==> src/rtl/li_credit_shell_if.sv <==
// Operand/result handshake plus core issue/return port bundle for the credit shell.
// The shell uses the slave view; whoever feeds it and models the core uses master.
interface li_credit_shell_if #(
    parameter int WIDTH = 32,
    parameter int TAG_W = 1
);
    logic [WIDTH-1:0] in_a;
    logic [WIDTH-1:0] in_b;
    logic [TAG_W-1:0] in_tag;
    logic             in_valid;
    logic             in_ready;
    logic [WIDTH-1:0] out_result;
    logic [TAG_W-1:0] out_tag;
    logic             out_valid;
    logic             out_ready;
    logic [WIDTH-1:0] core_a;
    logic [WIDTH-1:0] core_b;
    logic             core_issue;
    logic [WIDTH-1:0] core_result;

    modport master (
        output in_a, in_b, in_tag, in_valid, out_ready, core_result,
        input  in_ready, out_result, out_tag, out_valid, core_a, core_b, core_issue
    );

    modport slave (
        input  in_a, in_b, in_tag, in_valid, out_ready, core_result,
        output in_ready, out_result, out_tag, out_valid, core_a, core_b, core_issue
    );
endinterface

==> src/rtl/li_credit_shell.sv <==
// Latency-insensitive shell around a free-running fixed-latency core: credits bound
// outstanding work to DEPTH so every core result always has a FIFO slot waiting.
module li_credit_shell #(
    parameter int WIDTH   = 32,
    parameter int TAG_W   = 1,
    parameter int LATENCY = 1,
    parameter int DEPTH   = LATENCY + 3
) (
    input  logic              clk,
    input  logic              reset,
    li_credit_shell_if.slave  bus
);
    localparam int CW = $clog2(DEPTH + 1);
    localparam int PW = (DEPTH > 1) ? $clog2(DEPTH) : 1;

    logic                           acc, pop, wr;
    logic [CW-1:0]                  outstanding, fifo_count;
    logic [PW-1:0]                  head, tail;
    logic [LATENCY:0]               vld_pipe;
    logic [LATENCY:0][TAG_W-1:0]    tag_pipe;
    logic [WIDTH-1:0]               res_mem [DEPTH];
    logic [TAG_W-1:0]               tag_mem [DEPTH];

    // Pointer wrap written explicitly so non-power-of-two depths work.
    function automatic logic [PW-1:0] nxt(input logic [PW-1:0] p);
        return (p == PW'(DEPTH - 1)) ? '0 : p + 1'b1;
    endfunction

    // in_ready looks only at registered credit state, never at out_ready.
    assign bus.in_ready   = (outstanding < CW'(DEPTH)) && !reset;
    assign acc            = bus.in_valid && bus.in_ready;
    assign bus.out_valid  = (fifo_count != '0);
    assign pop            = bus.out_valid && bus.out_ready;
    assign wr             = vld_pipe[LATENCY];
    assign bus.core_issue = vld_pipe[0];
    assign bus.out_result = res_mem[head];
    assign bus.out_tag    = tag_mem[head];

    always_ff @(posedge clk) begin
        if (reset) begin
            vld_pipe    <= '0;
            bus.core_a  <= '0;
            bus.core_b  <= '0;
            outstanding <= '0;
            fifo_count  <= '0;
            head        <= '0;
            tail        <= '0;
        end else begin
            // Bit 0 is core_issue; bit LATENCY marks core_result as ours this cycle.
            vld_pipe <= {vld_pipe[LATENCY-1:0], acc};
            if (acc) begin
                bus.core_a <= bus.in_a;
                bus.core_b <= bus.in_b;
            end
            if (wr)
                tail <= nxt(tail);
            if (pop)
                head <= nxt(head);
            if (acc && !pop)
                outstanding <= outstanding + 1'b1;
            else if (!acc && pop)
                outstanding <= outstanding - 1'b1;
            if (wr && !pop)
                fifo_count <= fifo_count + 1'b1;
            else if (!wr && pop)
                fifo_count <= fifo_count - 1'b1;
        end
    end

    // Tags ride beside the valid bits; stale tags are harmless since wr qualifies them.
    always_ff @(posedge clk) begin
        tag_pipe <= {tag_pipe[LATENCY-1:0], bus.in_tag};
        if (wr) begin
            res_mem[tail] <= bus.core_result;
            tag_mem[tail] <= tag_pipe[LATENCY];
        end
    end
endmodule

==> src/flat_wrapper.sv <==
// flat-port wrapper written by rule: the top's interface ports become plain ports
module li_credit_shell_flat 
#(
    parameter int WIDTH   = 32,
    parameter int TAG_W   = 1,
    parameter int LATENCY = 1,
    parameter int DEPTH   = LATENCY + 3
)
  (clk, reset, bus_in_a, bus_in_b, bus_in_tag, bus_in_valid, bus_out_ready, bus_core_result, bus_in_ready, bus_out_result, bus_out_tag, bus_out_valid, bus_core_a, bus_core_b, bus_core_issue);
  li_credit_shell_if #(.WIDTH(WIDTH), .TAG_W(TAG_W)) bus_i ();
  input  logic clk;
  input  logic reset;
  input wire logic [$bits(bus_i.in_a)-1:0] bus_in_a;
  input wire logic [$bits(bus_i.in_b)-1:0] bus_in_b;
  input wire logic [$bits(bus_i.in_tag)-1:0] bus_in_tag;
  input wire logic [$bits(bus_i.in_valid)-1:0] bus_in_valid;
  input wire logic [$bits(bus_i.out_ready)-1:0] bus_out_ready;
  input wire logic [$bits(bus_i.core_result)-1:0] bus_core_result;
  output wire logic [$bits(bus_i.in_ready)-1:0] bus_in_ready;
  output wire logic [$bits(bus_i.out_result)-1:0] bus_out_result;
  output wire logic [$bits(bus_i.out_tag)-1:0] bus_out_tag;
  output wire logic [$bits(bus_i.out_valid)-1:0] bus_out_valid;
  output wire logic [$bits(bus_i.core_a)-1:0] bus_core_a;
  output wire logic [$bits(bus_i.core_b)-1:0] bus_core_b;
  output wire logic [$bits(bus_i.core_issue)-1:0] bus_core_issue;
  assign bus_i.in_a = bus_in_a;
  assign bus_i.in_b = bus_in_b;
  assign bus_i.in_tag = bus_in_tag;
  assign bus_i.in_valid = bus_in_valid;
  assign bus_i.out_ready = bus_out_ready;
  assign bus_i.core_result = bus_core_result;
  assign bus_in_ready = bus_i.in_ready;
  assign bus_out_result = bus_i.out_result;
  assign bus_out_tag = bus_i.out_tag;
  assign bus_out_valid = bus_i.out_valid;
  assign bus_core_a = bus_i.core_a;
  assign bus_core_b = bus_i.core_b;
  assign bus_core_issue = bus_i.core_issue;
  li_credit_shell #(.WIDTH(WIDTH), .TAG_W(TAG_W), .LATENCY(LATENCY), .DEPTH(DEPTH)) u_core (.clk(clk), .reset(reset), .bus(bus_i));
endmodule
==> config.mk <==
export PLATFORM = sky130hd
export DESIGN_NAME = li_credit_shell_flat
export DESIGN_NICKNAME = d
export VERILOG_FILES = /design/src/rtl/li_credit_shell_if.sv /design/src/rtl/li_credit_shell.sv /design/src/flat_wrapper.sv
export SDC_FILE = /design/constraint.sdc
export NUM_CORES = 1
export LEC_CHECK = 0
export BUFFER_PORTS_ARGS = -buffer_cell sky130_fd_sc_hd__buf_2
export CAP_MARGIN = 20
export CORE_MARGIN = 2
export CORE_UTILIZATION = 30
export CTS_CLUSTER_SIZE = 10
export DETAILED_ROUTE_END_ITERATION = 12
export SLEW_MARGIN = 20
export SYNTH_ARGS = -nofsm -noshare
export SYNTH_HDL_FRONTEND = slang
export SYNTH_SLANG_ARGS = --single-unit
==> constraint.sdc <==
create_clock -name clk -period 3.9 [get_ports clk]
set_input_delay 0.78 -clock clk [delete_from_list [all_inputs] [get_ports clk]]
set_output_delay 0.78 -clock clk [all_outputs]
set_load 0.02 [all_outputs]
==> flow_summary.ini, run 1 <==
[sta]
rsz0062_at_grt = false
hold_violations = 0
period_share = 0.755
fmax_mhz = 340
worst_pin_slew_ns = 1.02
slew_headroom = 0.319
drv_slew = 0
fin_setup_tns_ns = 0
fin_skew_ns = 0.0192
finalSetupViolCount = 0
finalCriticalPeriod_ns = 2.94

[hold_path]
hold_start = u_core.tag_pipe[0]
whs_path_depth = 0
hold_end = u_core.tag_pipe[1]
hp-class = reg2reg

[grt]
groute.layer.met1.usage = 0.143
grt_pass1_wl_um = 25300
grtUsageMet3 = 0.0412
grt_max_degree = 129
grt_remaining_overflow = 0
antenna_found_initial = 1
grtUsageTotal = 0.119
grtUsageMet2 = 0.200
grt_busiest_layer = met2
grt_pass1_vias = 4791

[logic_synthesis]
synthesis.area_um2 = 7830
synth_edf_count = 132
yosysTopAreaCell = edfxtp_1
synth_cell_types = 25
yosys.area_share.simple = 0.0969
ys_seq_elements = 212
yosys_warnings = 0
synth_mux_area_frac = 0.100
synth_compound_area_frac = 0.0464
yosysTopAreaCellShare = 0.507
yosys-top-cells-area = edfxtp_1 51%, dfxtp_1 20%, mux4_2 9.5%, nand2b_1 5.1%, o21ai_0 4.2%
netlist_instances = 517
ys_seq_area_frac = 0.711
syn_area_per_cell_um2 = 15.1
synth_flop_cell = edfxtp_1
synth_top_family_by_area = multiplexers
syn_nets = 627
synthArstFlopShare = 0
synth_xor_area_frac = 0.00448
synth_fa_ha_area_frac = 0.0163

[worst_setup_path]
cp_max_fo = 33
cp_slowest_stage_delay_ns = 0.60
ff2ff_setup_slack_ns = 1.67
worstPathArrival_ns = 2.16
start_kind = register
crit_type = reg2out
r2r_end = u_core.outstanding[2]
r2r_cells = 7
critPathCaptureType = output port
critical_path.cell_chain = buf_4 > mux4_2 > buf_2
rr_startpoint = u_core.fifo_count[0]
cpMaxStageDelayCell = mux4_2
required_ns = 3.12

[route]
first_iter_violations = 234
via_per_inst = 4.40
ant_nets = 0
wl_um = 16600
drc_errors = 0
drtPass1Iterations = 4
routedWlPerCell_um = 15.5
vias = 4705

[job]
cap_violations = 0

[clocking]
clockRootBuffer = clkbuf_16
post_cts_buffers = 0
clk_pin_slew_ns = 0.06
cts_resized = 0
clockBufferDepth = 3
cts_hold_buffers = 0
clkLatencyLatePin_ns = 0.51
cts-buffers-inserted = 25
cts_htree_levels = 1
clock_sinks = 212
cts_tree = done

[placement]
place.gp.congestion = 0.748
port_buffers = 200
place_area_um2 = 9110
post-dp-hpwl_um = 10500
dp.cells = 1025

[cells_and_area]
final_cells = 1069
layout_commonest_cell = buf_2
antennaDiodeCount = 0
final_area_um2 = 9830
drive_gt1_frac = 0.371
layout.nets = 827
final_cell_mix = 200 x buf_2, 132 x edfxtp_1, 78 x dfxtp_1
area_delta_synth_final_pct = 25.6

[power_and_ir_drop]
total_leakage_power_uw = 0.00370
peakVddDrop_v = 0.000289
power_density_nw_per_um2 = 610

[floorplanning]
initial_core_util = 0.303
coreArea_um2 = 25800
die_y_um = 166
num_rows = 59
die_area_um2 = 27400
chipWidth_um = 166
io_pins = 201

[outcome]
status = completed
-- metal layers --
metal | wire [um] | share of wire
met3 | 1630 | 0.098
met1 | 6920 | 0.42
met4 | 344 | 0.021
met5 | 13 | 0.00078
met2 | 7670 | 0.46
-- worst max-delay path, delay by kind of cell, from the launching register on --
kind	cells	cell delay [ns]
buf+inv	2	0.73
flops	1	0.31
mux	1	0.60
-- final cells by class --
type | count | area, um2
Timing Repair Buffer | 203 | 1020
Inverter | 5 | 18.8
Clock inverter | 1 | 8.76
Fill cell | 2485 | 16000
Tap cell | 335 | 419
Sequential cell | 212 | 5570
Multi-Input combinational cell | 270 | 2080
Clock buffer | 43 | 713
-- state kept, by name, summed over array words and instances (netlist names), named ones only --
| register | flops |
|---|---|
| u_core.outstanding | 3 |
| u_core.vld_pipe | 2 |
| u_core.tag_pipe | 2 |
| u_core.head | 2 |
| u_core.bus.core_a | 32 |
| u_core.fifo_count | 3 |
| u_core.tag_mem | 4 |
| u_core.bus.core_b | 32 |
| u_core.tail | 2 |
| u_core.res_mem | 128 |
-- through the flow --
| step | utilization | hold slack [ns] | total power (uW) | setup slack [ns] |
|---|---|---|---|---|
| global route | 0.380 | 0.365 | 6310 | 0.795 |
| detailed placement | 0.352 | 0.375 | 4000 | 1.39 |
| global placement | 0.352 | 0.389 | 3990 | 1.43 |
| floorplan | - | 0.310 | 3610 | 1.34 |
| CTS | 0.380 | 0.357 | 6100 | 0.869 |
| finish | 0.380 | 0.375 | 5990 | 0.957 |
-- synthesized netlist by cell type (all sizes together) (4+ instances only) --
master and n:
inv 5, and2 4, mux2i 4, nand2b 64, mux4 33, a21oi 4, ha 7, or3 4
xor2 4, nor2 8, dfxtp 80, buf 19, clkbuf 11, nand2 65, o21ai 66, edfxtp 132
-- where the power goes --
group / leakage (uW) / switching [uW] / internal (uW)
Combinational: 0.00150 / 720 / 522
Sequential: 0.00185 / 126 / 2570
Clock: 0.000346 / 832 / 1230
Total: 0.00370 / 1680 / 4320
-- logic make-up after synthesis --
group	Yosys count
buffers and inverters	35
flip-flops	212
adder cells (fa/ha/maj)	9
AO/OA/AOI/OAI	71
AND/OR/NAND/NOR	149
multiplexers	37
XOR/XNOR	4
-- worst max-delay path by stage --
stage,from,end,slack [ns],cells past startpoint
2_1_floorplan,reset,u_core.outstanding[2],1.34,9
3_3_place_gp,reset,u_core.bus.core_b[29],1.43,5
3_5_place_dp,reset,u_core.bus.core_b[29],1.39,5
4_1_cts,register,bus_out_tag,0.87,3
5_1_grt,register,bus_out_tag,0.79,3
6_report,register,bus_out_result[21],0.96,3
No activity file was read; power rests on OpenSTA's default activity.
==> run 2, diff against run 1 <==
clock period = 2.54 ns   (was 3.9 ns; I/O delays follow)
==> run 2 against run 1 <==
Wire length is 3.0% higher. Die area stayed put. Non-clock buffer count is 9 higher. Highest routed layer unchanged.
==> flow_summary.ini, run 2 (same netlist as run 1, synthesis figures left out) <==
[clocking]
clockBufferDepth = 3
cts_htree_levels = 1
clkLatencyLatePin_ns = 0.52
cts_tree = done
cts-buffers-inserted = 26
clock_sinks = 212
clk_pin_slew_ns = 0.05
clockRootBuffer = clkbuf_16
cts_hold_buffers = 0

[route]
drtPass1Iterations = 4
drc_errors = 0
top_layer_used = met5
routed-wl-met3_um = 1540
vias = 4798
routedWlPerCell_um = 15.9
wl_met2_um = 8060
wl_um = 17100
ant_nets = 0
wl_met1_um = 6970
first_iter_violations = 303
via_per_inst = 4.48

[cells_and_area]
fillerInstances = 2476
layout.nets = 837
layout_commonest_cell = buf_2
regMostFlops = u_core.res_mem
drive_gt1_frac = 0.385
postLayoutCoreUtil = 0.384
largestRegisters = u_core.res_mem (128), u_core.bus.core_a (32), u_core.bus.core_b (32)
area_delta_synth_final_pct = 26.8
final_cell_mix = 200 x buf_2, 132 x edfxtp_1, 78 x dfxtp_1
largest_register_ffs = 128

[outcome]
status = completed

[sta]
period_share = 0.944
finalSetupViolCount = 0
fin_setup_tns_ns = 0
worst_pin_slew_ns = 0.616
hold_violations = 0
fmax_mhz = 417
slew_headroom = 0.589
rsz0062_at_grt = false
fin_skew_ns = 0.00779
finalCriticalPeriod_ns = 2.40
drv_slew = 0

[placement]
post-dp-hpwl_um = 11100
port_buffers = 200
place.gp.congestion = 0.730

[worst_setup_path]
critPathCaptureType = output port
crit_type = reg2out
cpMaxStageDelayCell = mux4_2
worstPathArrival_ns = 1.89
cp_slowest_stage_delay_ns = 0.56
critical_path.cell_chain = buf_12 > mux4_2 > buf_2
path_buf_inv = 2
cp_top_family = multiplexers
start_kind = register
cp_max_fo = 33
required_ns = 2.03

[power_and_ir_drop]
power_density_nw_per_um2 = 936
total_leakage_power_uw = 0.00376
peakVddDrop_v = 0.000489

[floorplanning]
chipWidth_um = 166
io_pins = 201
die_y_um = 166
coreArea_um2 = 25800
initial_core_util = 0.303
num_rows = 59
die_area_um2 = 27400

[grt]
antenna_found_initial = 1
grtUsageTotal = 0.122
grt_remaining_overflow = 0
grt_max_degree = 129
grt_pass1_wl_um = 25800
grt_pass1_vias = 4820

[job]
cap_violations = 0

[hold_path]
hp-class = in2reg
## run 2: final timing paths
| check | from | endpoint | slack [ns] | depth (start not counted) |
|---|---|---|---|---|
| hold / removal | bus_in_tag | u_core.tag_pipe[0] | 0.1 | 1 |
| setup reg to reg | u_core.fifo_count[0] | u_core.fifo_count[2] | 0.34 | 7 |
| setup / recovery | register | bus_out_result[19] | 0.14 | 3 |
| hold reg to reg | u_core.tag_pipe[0] | u_core.tag_pipe[1] | 0.35 | 0 |
## run 2: area by class of cell
class,instances,area (um2),area share
clock buffers,33,687,0.0692
multi-input cells,270,2080,0.209
repair buffers,212,1120,0.112
well taps,335,419,0.0422
flip-flops and latches,212,5570,0.561
inverters,5,18.8,0.00189
clock inverters,3,30.0,0.00303
diodes,1,2.50,0.000252
## run 2: timing repair
action | 4_1_cts | 5_1_grt
setup endpoints to repair | 3 | 0
setup buffers | 0 | 0
resized for setup | 1 | 0
## run 2: where the power goes
group | leakage, uW | switching [uW] | internal [uW]
logic | 0.00155 | 1140 | 831
registers | 0.00185 | 180 | 3940
clock network | 0.000350 | 1320 | 1870
## run 2: through the flow
step	power (uW)	instances	instance area [um2]	hold slack, ns	setup WS [ns]
floorplan	5540	517	7830	0.310	0.254
global placement	6170	1034	9200	0.359	0.284
detailed placement	6190	1034	9200	0.362	0.261
CTS	9450	1070	9920	0.0704	0.0761
global route	9740	1070	9920	0.0797	0.0392
finish	9280	1071	9920	0.0985	0.142
## run 2: layer usage
metal / track usage / up-vias
li1: - / 2277
met1: 0.149 / 2276
met2: 0.203 / 208
met3: 0.0410 / 35
met4: 0.0376 / 2
met5: 0 / -
